## config.mk

```make
export PLATFORM = sky130hd
export DESIGN_NAME = clock_mode_ctrl
export DESIGN_NICKNAME = d
export VERILOG_FILES = /design/src/rtl/clock_mode_ctrl.sv
export SDC_FILE = /design/constraint.sdc
export NUM_CORES = 1
export LEC_CHECK = 0
export CAP_MARGIN = 20
export CORE_ASPECT_RATIO = 0.8
export CORE_MARGIN = 3
export CORE_UTILIZATION = 55
export CTS_CLUSTER_DIAMETER = 40
export CTS_CLUSTER_SIZE = 8
export DETAILED_ROUTE_END_ITERATION = 16
export DONT_BUFFER_PORTS = 1
export HOLD_SLACK_MARGIN = 0.1
export PLACE_DENSITY = 0.82
export SLEW_MARGIN = 0
export SYNTH_ARGS = -nofsm -noshare
export SYNTH_HDL_FRONTEND = slang
export SYNTH_SLANG_ARGS = --single-unit
```

## constraint.sdc

```tcl
create_clock -name clk -period 4.8 [get_ports clk]
set_clock_uncertainty 0.2 [all_clocks]
set_input_delay 0.96 -clock clk [delete_from_list [all_inputs] [get_ports clk]]
set_output_delay 0.96 -clock clk [all_outputs]
set_load 0.005 [all_outputs]
```

## src/rtl/clock_mode_ctrl.sv

```systemverilog
// rtl/clock_mode_ctrl.sv - mode sequencing, set-mode stepping, auto-repeat, timeout and blink for the clock counters
module clock_mode_ctrl #(
  parameter int HOLD_TICKS = 8,
  parameter int TIMEOUT_S  = 16
) (
  input  logic       clk,
  input  logic       rst,
  input  logic       tick_1hz,
  input  logic       tick_4hz,
  input  logic       btn_mode,
  input  logic       btn_inc,
  input  logic       sec_at59,
  input  logic       min_at59,
  output logic       sec_step,
  output logic       min_step,
  output logic       hr_step,
  output logic       sec_clr,
  output logic [1:0] mode,
  output logic       blink
);

  typedef enum logic [1:0] {
    RUN     = 2'b00,
    SET_HR  = 2'b01,
    SET_MIN = 2'b10,
    SET_SEC = 2'b11
  } mode_t;

  localparam int HW = $clog2(HOLD_TICKS + 1);
  localparam int TW = (TIMEOUT_S > 1) ? $clog2(TIMEOUT_S) : 1;
  localparam logic [HW-1:0] HOLD_MAX = HW'(HOLD_TICKS);
  localparam logic [TW-1:0] TO_LAST  = TW'(TIMEOUT_S - 1);

  mode_t         mode_q, mode_d;
  logic          mode_prev_q, inc_prev_q;
  logic [HW-1:0] hold_cnt_q, hold_cnt_d;
  logic [TW-1:0] to_cnt_q, to_cnt_d;
  logic          blink_q, blink_d;
  logic          blink_div_q, blink_div_d;
  logic          sec_step_q, sec_step_d;
  logic          min_step_q, min_step_d;
  logic          hr_step_q, hr_step_d;
  logic          sec_clr_q, sec_clr_d;

  logic mode_rise, inc_rise, inc_evt, in_set, repeat_mode, repeat_hit, timeout_hit, mode_change;

  assign mode_rise   = btn_mode & ~mode_prev_q;
  assign inc_rise    = btn_inc & ~inc_prev_q;
  assign inc_evt     = inc_rise & ~mode_rise;
  assign in_set      = (mode_q != RUN);
  assign repeat_mode = (mode_q == SET_HR) || (mode_q == SET_MIN);
  assign repeat_hit  = repeat_mode && btn_inc && tick_4hz && (hold_cnt_q == HOLD_MAX);
  // Any inc activity keeps the set mode alive, even on the expiring tick.
  assign timeout_hit = in_set && tick_1hz && !btn_inc && (to_cnt_q == TO_LAST);
  assign mode_change = (mode_d != mode_q);

  always_ff @(posedge clk or posedge rst) begin
    if (rst) begin
      mode_q      <= RUN;
      mode_prev_q <= 1'b1;
      inc_prev_q  <= 1'b1;
      hold_cnt_q  <= '0;
      to_cnt_q    <= '0;
      blink_q     <= 1'b1;
      blink_div_q <= 1'b0;
      sec_step_q  <= 1'b0;
      min_step_q  <= 1'b0;
      hr_step_q   <= 1'b0;
      sec_clr_q   <= 1'b0;
    end else begin
      mode_q      <= mode_d;
      mode_prev_q <= btn_mode;
      inc_prev_q  <= btn_inc;
      hold_cnt_q  <= hold_cnt_d;
      to_cnt_q    <= to_cnt_d;
      blink_q     <= blink_d;
      blink_div_q <= blink_div_d;
      sec_step_q  <= sec_step_d;
      min_step_q  <= min_step_d;
      hr_step_q   <= hr_step_d;
      sec_clr_q   <= sec_clr_d;
    end
  end

  always_comb begin
    mode_d      = mode_q;
    sec_step_d  = 1'b0;
    min_step_d  = 1'b0;
    hr_step_d   = 1'b0;
    sec_clr_d   = 1'b0;
    case (mode_q)
      RUN: begin
        sec_step_d = tick_1hz;
        min_step_d = tick_1hz & sec_at59;
        hr_step_d  = tick_1hz & sec_at59 & min_at59;
        if (mode_rise) mode_d = SET_HR;
      end
      SET_HR: begin
        hr_step_d = inc_evt | repeat_hit;
        if (mode_rise)        mode_d = SET_MIN;
        else if (timeout_hit) mode_d = RUN;
      end
      SET_MIN: begin
        min_step_d = inc_evt | repeat_hit;
        if (mode_rise)        mode_d = SET_SEC;
        else if (timeout_hit) mode_d = RUN;
      end
      default: begin
        sec_clr_d = inc_evt;
        if (mode_rise || timeout_hit) mode_d = RUN;
      end
    endcase
  end

  always_comb begin
    hold_cnt_d = hold_cnt_q;
    if (mode_change || !btn_inc || !repeat_mode) begin
      hold_cnt_d = '0;
    end else if (tick_4hz && (hold_cnt_q != HOLD_MAX)) begin
      hold_cnt_d = hold_cnt_q + HW'(1);
    end

    to_cnt_d = to_cnt_q;
    if (mode_change || !in_set || mode_rise || inc_rise || btn_inc) begin
      to_cnt_d = '0;
    end else if (tick_1hz) begin
      to_cnt_d = to_cnt_q + TW'(1);
    end

    // Divider halves tick_4hz so the field blinks at 1 Hz.
    blink_d     = blink_q;
    blink_div_d = blink_div_q;
    if (mode_change || !in_set) begin
      blink_d     = 1'b1;
      blink_div_d = 1'b0;
    end else if (tick_4hz) begin
      blink_div_d = ~blink_div_q;
      if (blink_div_q) blink_d = ~blink_q;
    end
  end

  assign sec_step = sec_step_q;
  assign min_step = min_step_q;
  assign hr_step  = hr_step_q;
  assign sec_clr  = sec_clr_q;
  assign mode     = mode_q;
  assign blink    = blink_q;

endmodule

```

==> results.py, run 1 <==
metrics = {
    "global_route": {
        "track_usage": 0.1974,
        "first_global_vias": 742,
        "grt_max_degree": 19,
        "grt_overflow": 0,
        "antenna_found_initial": 0,
        "grt_pass1_wl_um": 3346,
    },
    "power_and_ir_drop": {
        "pwr-share-seq": 0.398,
        "p_per_area_mw_per_mm2": 483.5,
        "switchingPower_uw": 208.1,
        "p_clk_frac": 0.177,
        "pwr-share-comb": 0.425,
        "power_uw": 520.9,
        "peakVddDrop_mv": 0.2192,
        "power_leakage_uw": 0.0004617,
        "p_int_uw": 312.8,
        "swShare": 0.3995,
    },
    "clock_tree": {
        "cts_buffers": 3,
        "clock-sinks": 18,
        "cts_buffer_depth": 2,
        "postCtsHoldBufs": 0,
        "clk_latency_ns": 0.30,
        "ctsResizeCount": 0,
        "htreeDepth": 1,
        "clock-root-buffer": "clkbuf_4",
        "cts_tree": "yes",
        "clk_pin_slew_ns": 0.10,
        "post-cts-setup-buffers": 0,
    },
    "synth": {
        "synthesis.yosys.warnings": 0,
        "yosys.area.top_type": "dfrtp_1",
        "synth-seq-area-share": 0.4395,
        "synth_area_per_cell_um2": 9.659,
        "yosysTopAreaCellShare": 0.3632,
        "ys.flop_type": "dfrtp_1",
        "synth_async_sr_flop_share": 1.000,
        "ys_top_cells_by_area": "dfrtp_1 36%, ha_1 8.5%, dfstp_2 7.6%, nor4_1 4.2%, xnor2_1 4.2%",
        "netlist_instances": 107,
        "synth_fp_nets": 122,
        "ys_ff_latch": 18,
        "syn_area_mm2": 0.001033,
        "synth_cell_types": 35,
        "synth_edf_count": 0,
    },
    "timing": {
        "slew_headroom": 0.4601,
        "setup_ws_ns": 2.365,
        "min_period_over_period": 0.5074,
        "hold_violations": 0,
        "worstMarginPinSlew_ns": 0.8074,
        "fin_crit_ns": 2.435,
        "slew_viol_final": 0,
        "setup_viol": 0,
        "rsz0062_at_grt": "no",
        "fin_tns_setup_ns": 0,
        "fmax_mhz": 410.6,
    },
    "layout": {
        "final_nets": 124,
        "post-route-util": 0.6368,
        "area_growth_pct": 4.237,
        "n_antenna_cell": 0,
        "final_common_cell": "dfrtp_1",
        "num-fill-cells": 129,
        "layout-drive-gt1-share": 0.1019,
        "final_cell_mix": "15 x dfrtp_1, 8 x nand2_1",
    },
    "setup_path": {
        "start_kind": "flip-flop",
        "cp.arrival_ns": 2.39,
        "required_ns": 4.75,
        "endpoint_kind": "flip-flop",
        "cp_max_fo": 8,
        "critPathKind": "flip-flop to flip-flop",
    },
    "drt": {
        "num_vias": 803,
        "wl_per_cell_um": 15.76,
        "drt_iter0_drc": 22,
        "viasPerCell": 6.177,
        "drtPass1Iterations": 4,
        "ant_nets": 0,
        "wirelength_um": 2049,
        "drc": 0,
    },
    "place": {
        "hpwl_um": 1564,
        "place_congestion": 0.9630,
        "io_buffers": 0,
        "dp_slack_ns": 2.301,
    },
    "floorplanning": {
        "initial_core_util": 0.6109,
        "ios": 15,
        "dieArea_mm2": 0.002438,
        "die_y_um": 44.77,
        "die_w_um": 54.47,
        "rows": 13,
        "coreArea_mm2": 0.001692,
    },
    "job": {
        "cap_viol_max_count": 0,
    },
    "worst_hold_path": {
        "min_path_type": "flip-flop to flip-flop",
    },
    "status": {
        "status": "finished clean",
    },
}
[worst max-delay path, stage by stage, from the launching register on]
cell and delay (ns):
dfrtp_1 0.47, inv_1 0.15, ha_1 0.32, nor2_1 0.12, o22a_1 0.21, o32ai_1 0.67
nor4b_1 0.16
[worst paths after layout]
path	slack, ns	startpoint	depth (start not counted)	endpoint
max	2.36	mode[0]	6	blink_div_q
min	0.40	to_cnt_q[0]	2	to_cnt_q[0]
max reg2reg	2.36	mode[0]	6	blink_div_q
min reg2reg	0.40	to_cnt_q[0]	2	to_cnt_q[0]
max in group asynchronous	3.54	rst	1	mode[1]
min in group asynchronous	0.43	rst	1	blink_div_q
[power by group through the flow]
stage	clock (uW)	sequential (uW)	combinational [uW]
after CTS	95.1	208	215
after global placement	0	209	206
after detailed placement	0	211	213
final	92.3	207	221
after global routing	105	212	244
after floorplan	0	204	180
[metal layers]
metal / part of all wire / global-route usage / wire length, um
met1: 0.45 / 0.2637 / 916
met2: 0.45 / 0.2936 / 913
met3: 0.090 / 0.07921 / 185
met4: 0.016 / 0.05970 / 33
met5: 0 / 0 / 0
[final cells by class]
type                    instances  area (um^2)  share of cell area
clock buffers                   4        36.28             0.03368
inverters                       5        18.77             0.01742
well taps                      22        27.53             0.02555
multi-input cells              81        540.5              0.5017
flip-flops and latches         18        454.2              0.4216
[stage by stage]
step | cells | hold WS, ns | instance area, um^2
global placement | 126 | 0.3850 | 1041
finish | 130 | 0.3975 | 1077
global route | 130 | 0.4161 | 1077
floorplan | 107 | 0.3505 | 1033
CTS | 130 | 0.3949 | 1077
detailed placement | 126 | 0.3818 | 1041
[Yosys cell counts, types with 2 or more instances]
master and count:
dfrtp_1 15, nand2_1 8, ha_1 7, nor2_1 7
nor4_1 7, o21ai_0 7, inv_1 5, nor3_1 5
xnor2_1 5, a21oi_1 4, and3_1 3, dfstp_2 3
nand3_1 3, and2_1 2, and2_2 2, nand2b_1 2
nand4_1 2, o21a_1 2, o22a_1 2
[kinds of logic (layout without fill, tap and decap cells)]
logic type               Yosys count  in the layout  share of synthesized area
adder cells (fa/ha/maj)            7              7                    0.08474
buffers and inverters              8              9                    0.03752
XOR/XNOR                           6              6                    0.05085
AO/OA/AOI/OAI                     21             21                     0.1308
AND/OR/NAND/NOR                   46             46                     0.2470
multiplexers                       1              1                   0.009686
flip-flops                        18             18                     0.4395
Note: power is estimated with default switching activity, not from simulation.
==> run 2, diff against run 1 <==
Settings changed: CORE_UTILIZATION 55 to 54, PLACE_DENSITY 0.82 to 0.84.
Clock period 4.8 ns to 2.15 ns, I/O delays scaled along.
==> results.py, run 2 (same netlist as run 1, synthesis figures left out) <==
metrics = {
    "global_route": {
        "grt_overflow": 0,
        "antenna_found_initial": 0,
        "first_global_vias": 861,
        "grt_max_degree": 19,
        "grt_pass1_wl_um": 3919,
        "track_usage": 0.2249,
    },
    "worst_hold_path": {
        "min_path_type": "primary input to flip-flop",
        "hold_start": "tick_1hz",
    },
    "layout": {
        "final_nets": 141,
        "post-route-util": 0.7465,
        "postLayoutCellArea_mm2": 0.001275,
        "layout-drive-gt1-share": 0.2480,
        "area_growth_pct": 23.37,
        "final_common_cell": "dfrtp_1",
        "n_antenna_cell": 0,
        "final_cell_mix": "13 x dfrtp_1, 10 x buf_4, 8 x nand2_1",
    },
    "timing": {
        "slew_headroom": 0.5645,
        "fmax_mhz": 469.7,
        "setup_viol": 0,
        "hold_violations": 0,
        "worstMarginPinSlew_ns": 0.6525,
        "fin_crit_ns": 2.129,
        "slew_viol_final": 0,
        "min_period_over_period": 0.9903,
    },
    "floorplanning": {
        "ios": 15,
        "rows": 13,
        "initial_core_util": 0.6051,
        "dieArea_mm2": 0.002478,
        "die_y_um": 45.13,
        "coreArea_mm2": 0.001708,
        "die_w_um": 54.91,
    },
    "drt": {
        "drtPass1Iterations": 4,
        "viasPerCell": 6.435,
        "num_vias": 946,
        "drc": 0,
        "drt_iter0_drc": 42,
        "wirelength_um": 2579,
        "ant_nets": 0,
        "wl_per_cell_um": 17.54,
    },
    "setup_path": {
        "timing.critical_path.buf_inv": 0,
        "crit_chain": "ha_1 > nor2_1 > o22a_1 > o21a_4 > or4b_1",
        "endpoint_kind": "flip-flop",
        "crit_slowest_cell": "or4b_1",
        "start_kind": "flip-flop",
        "required_ns": 2.17,
        "path_delay_family": "simple AND/OR/NAND/NOR gates",
        "worstSetupStartpoint": "mode[1]",
        "cp_max_fo": 7,
        "critPathKind": "flip-flop to flip-flop",
        "slowest_delay_ns": 0.53,
        "worstReg2RegStart": "mode[1]",
        "cp.arrival_ns": 2.15,
    },
    "place": {
        "place_area_mm2": 0.001094,
        "io_buffers": 0,
        "hpwl_um": 1752,
        "place_congestion": 0.9148,
    },
    "clock_tree": {
        "clk_pin_slew_ns": 0.10,
        "htreeDepth": 1,
        "clock-sinks": 18,
        "clk_latency_ns": 0.30,
        "cts_tree": "yes",
        "cts_buffer_depth": 2,
        "cts_buffers": 3,
        "clock-root-buffer": "clkbuf_4",
    },
    "job": {
        "cap_viol_max_count": 0,
    },
    "power_and_ir_drop": {
        "p_per_area_mw_per_mm2": 1121,
        "power_leakage_uw": 0.0005364,
        "peakVddDrop_mv": 0.7314,
    },
    "status": {
        "status": "finished clean",
    },
}
run 2: cell types whose count changed in the layout (fill, tap and decap cells not counted), moves of 2 or more:
cell	change
dlygate4sd3_1	+7
ha_1	-3
buf_4	+10
dfrtp_2	+2
ha_4	+3
dfrtp_1	-2
inv_1	-2
run 2: routing by layer:
| metal | global-route usage | vias up | part of all wire |
|---|---|---|---|
| met5 | 0 | - | 0 |
| li1 | - | 426 | - |
| met2 | 0.3231 | 63 | 0.47 |
| met4 | 0.09709 | 0 | 0.020 |
| met3 | 0.1023 | 9 | 0.097 |
| met1 | 0.2902 | 448 | 0.41 |
run 2: what timing repair did:
action / 4_1_cts / 5_1_grt
endpoints found under the hold margin: 21 / 3
hold buffers: 5 / 2
gates resized for setup: 6 / 10
buffers inserted: 0 / 3
endpoints found under the setup margin: 9 / 10
run 2: through the flow:
step / TNS (ns) / setup WS (ns) / hold slack [ns] / power, uW / cells
3_3_place_gp: -0.03560 / -0.03560 / 0.2324 / 1019 / 133
6_report: 0 / 0.02088 / 0.1580 / 1429 / 147
2_1_floorplan: 0 / 0.01372 / 0.1664 / 856.9 / 107
4_1_cts: 0 / 0.01184 / 0.1101 / 1254 / 142
5_1_grt: -0.03310 / -0.02705 / 0.1665 / 1505 / 147
3_5_place_dp: -0.04141 / -0.04035 / 0.2346 / 1047 / 133
run 2: final timing paths:
| check | endpoint | slack (ns) | cells after the start |
|---|---|---|---|
| setup / recovery | blink | 0.02 | 5 |
| hold / removal | to_cnt_q[1] | 0.16 | 2 |
| setup reg to reg | blink | 0.02 | 5 |
| hold reg to reg | to_cnt_q[2] | 0.41 | 3 |
| max in group asynchronous | mode[0] | 0.83 | 2 |
| min in group asynchronous | min_step | 0.46 | 2 |
run 2: final cells by class:
type / instances / area (um^2)
Clock buffer: 4 / 26.28
Fill cell: 107 / 432.9
Inverter: 5 / 21.27
Multi-Input combinational cell: 81 / 598.1
Sequential cell: 18 / 456.7
Tap cell: 22 / 27.53
Timing Repair Buffer: 17 / 145.1
run 2: worst reg2reg max path, stage by stage, from the launching register on:
cell,delay [ns]
dfrtp_2,0.47
ha_1,0.29
nor2_1,0.09
o22a_1,0.24
o21a_4,0.24
or4b_1,0.53
run 2: where the power goes:
| part | internal, uW | switching, uW |
|---|---|---|
| Sequential | 404 | 67.8 |
| Clock | 72.3 | 104 |
| Combinational | 377 | 403 |
| Total | 854 | 575 |
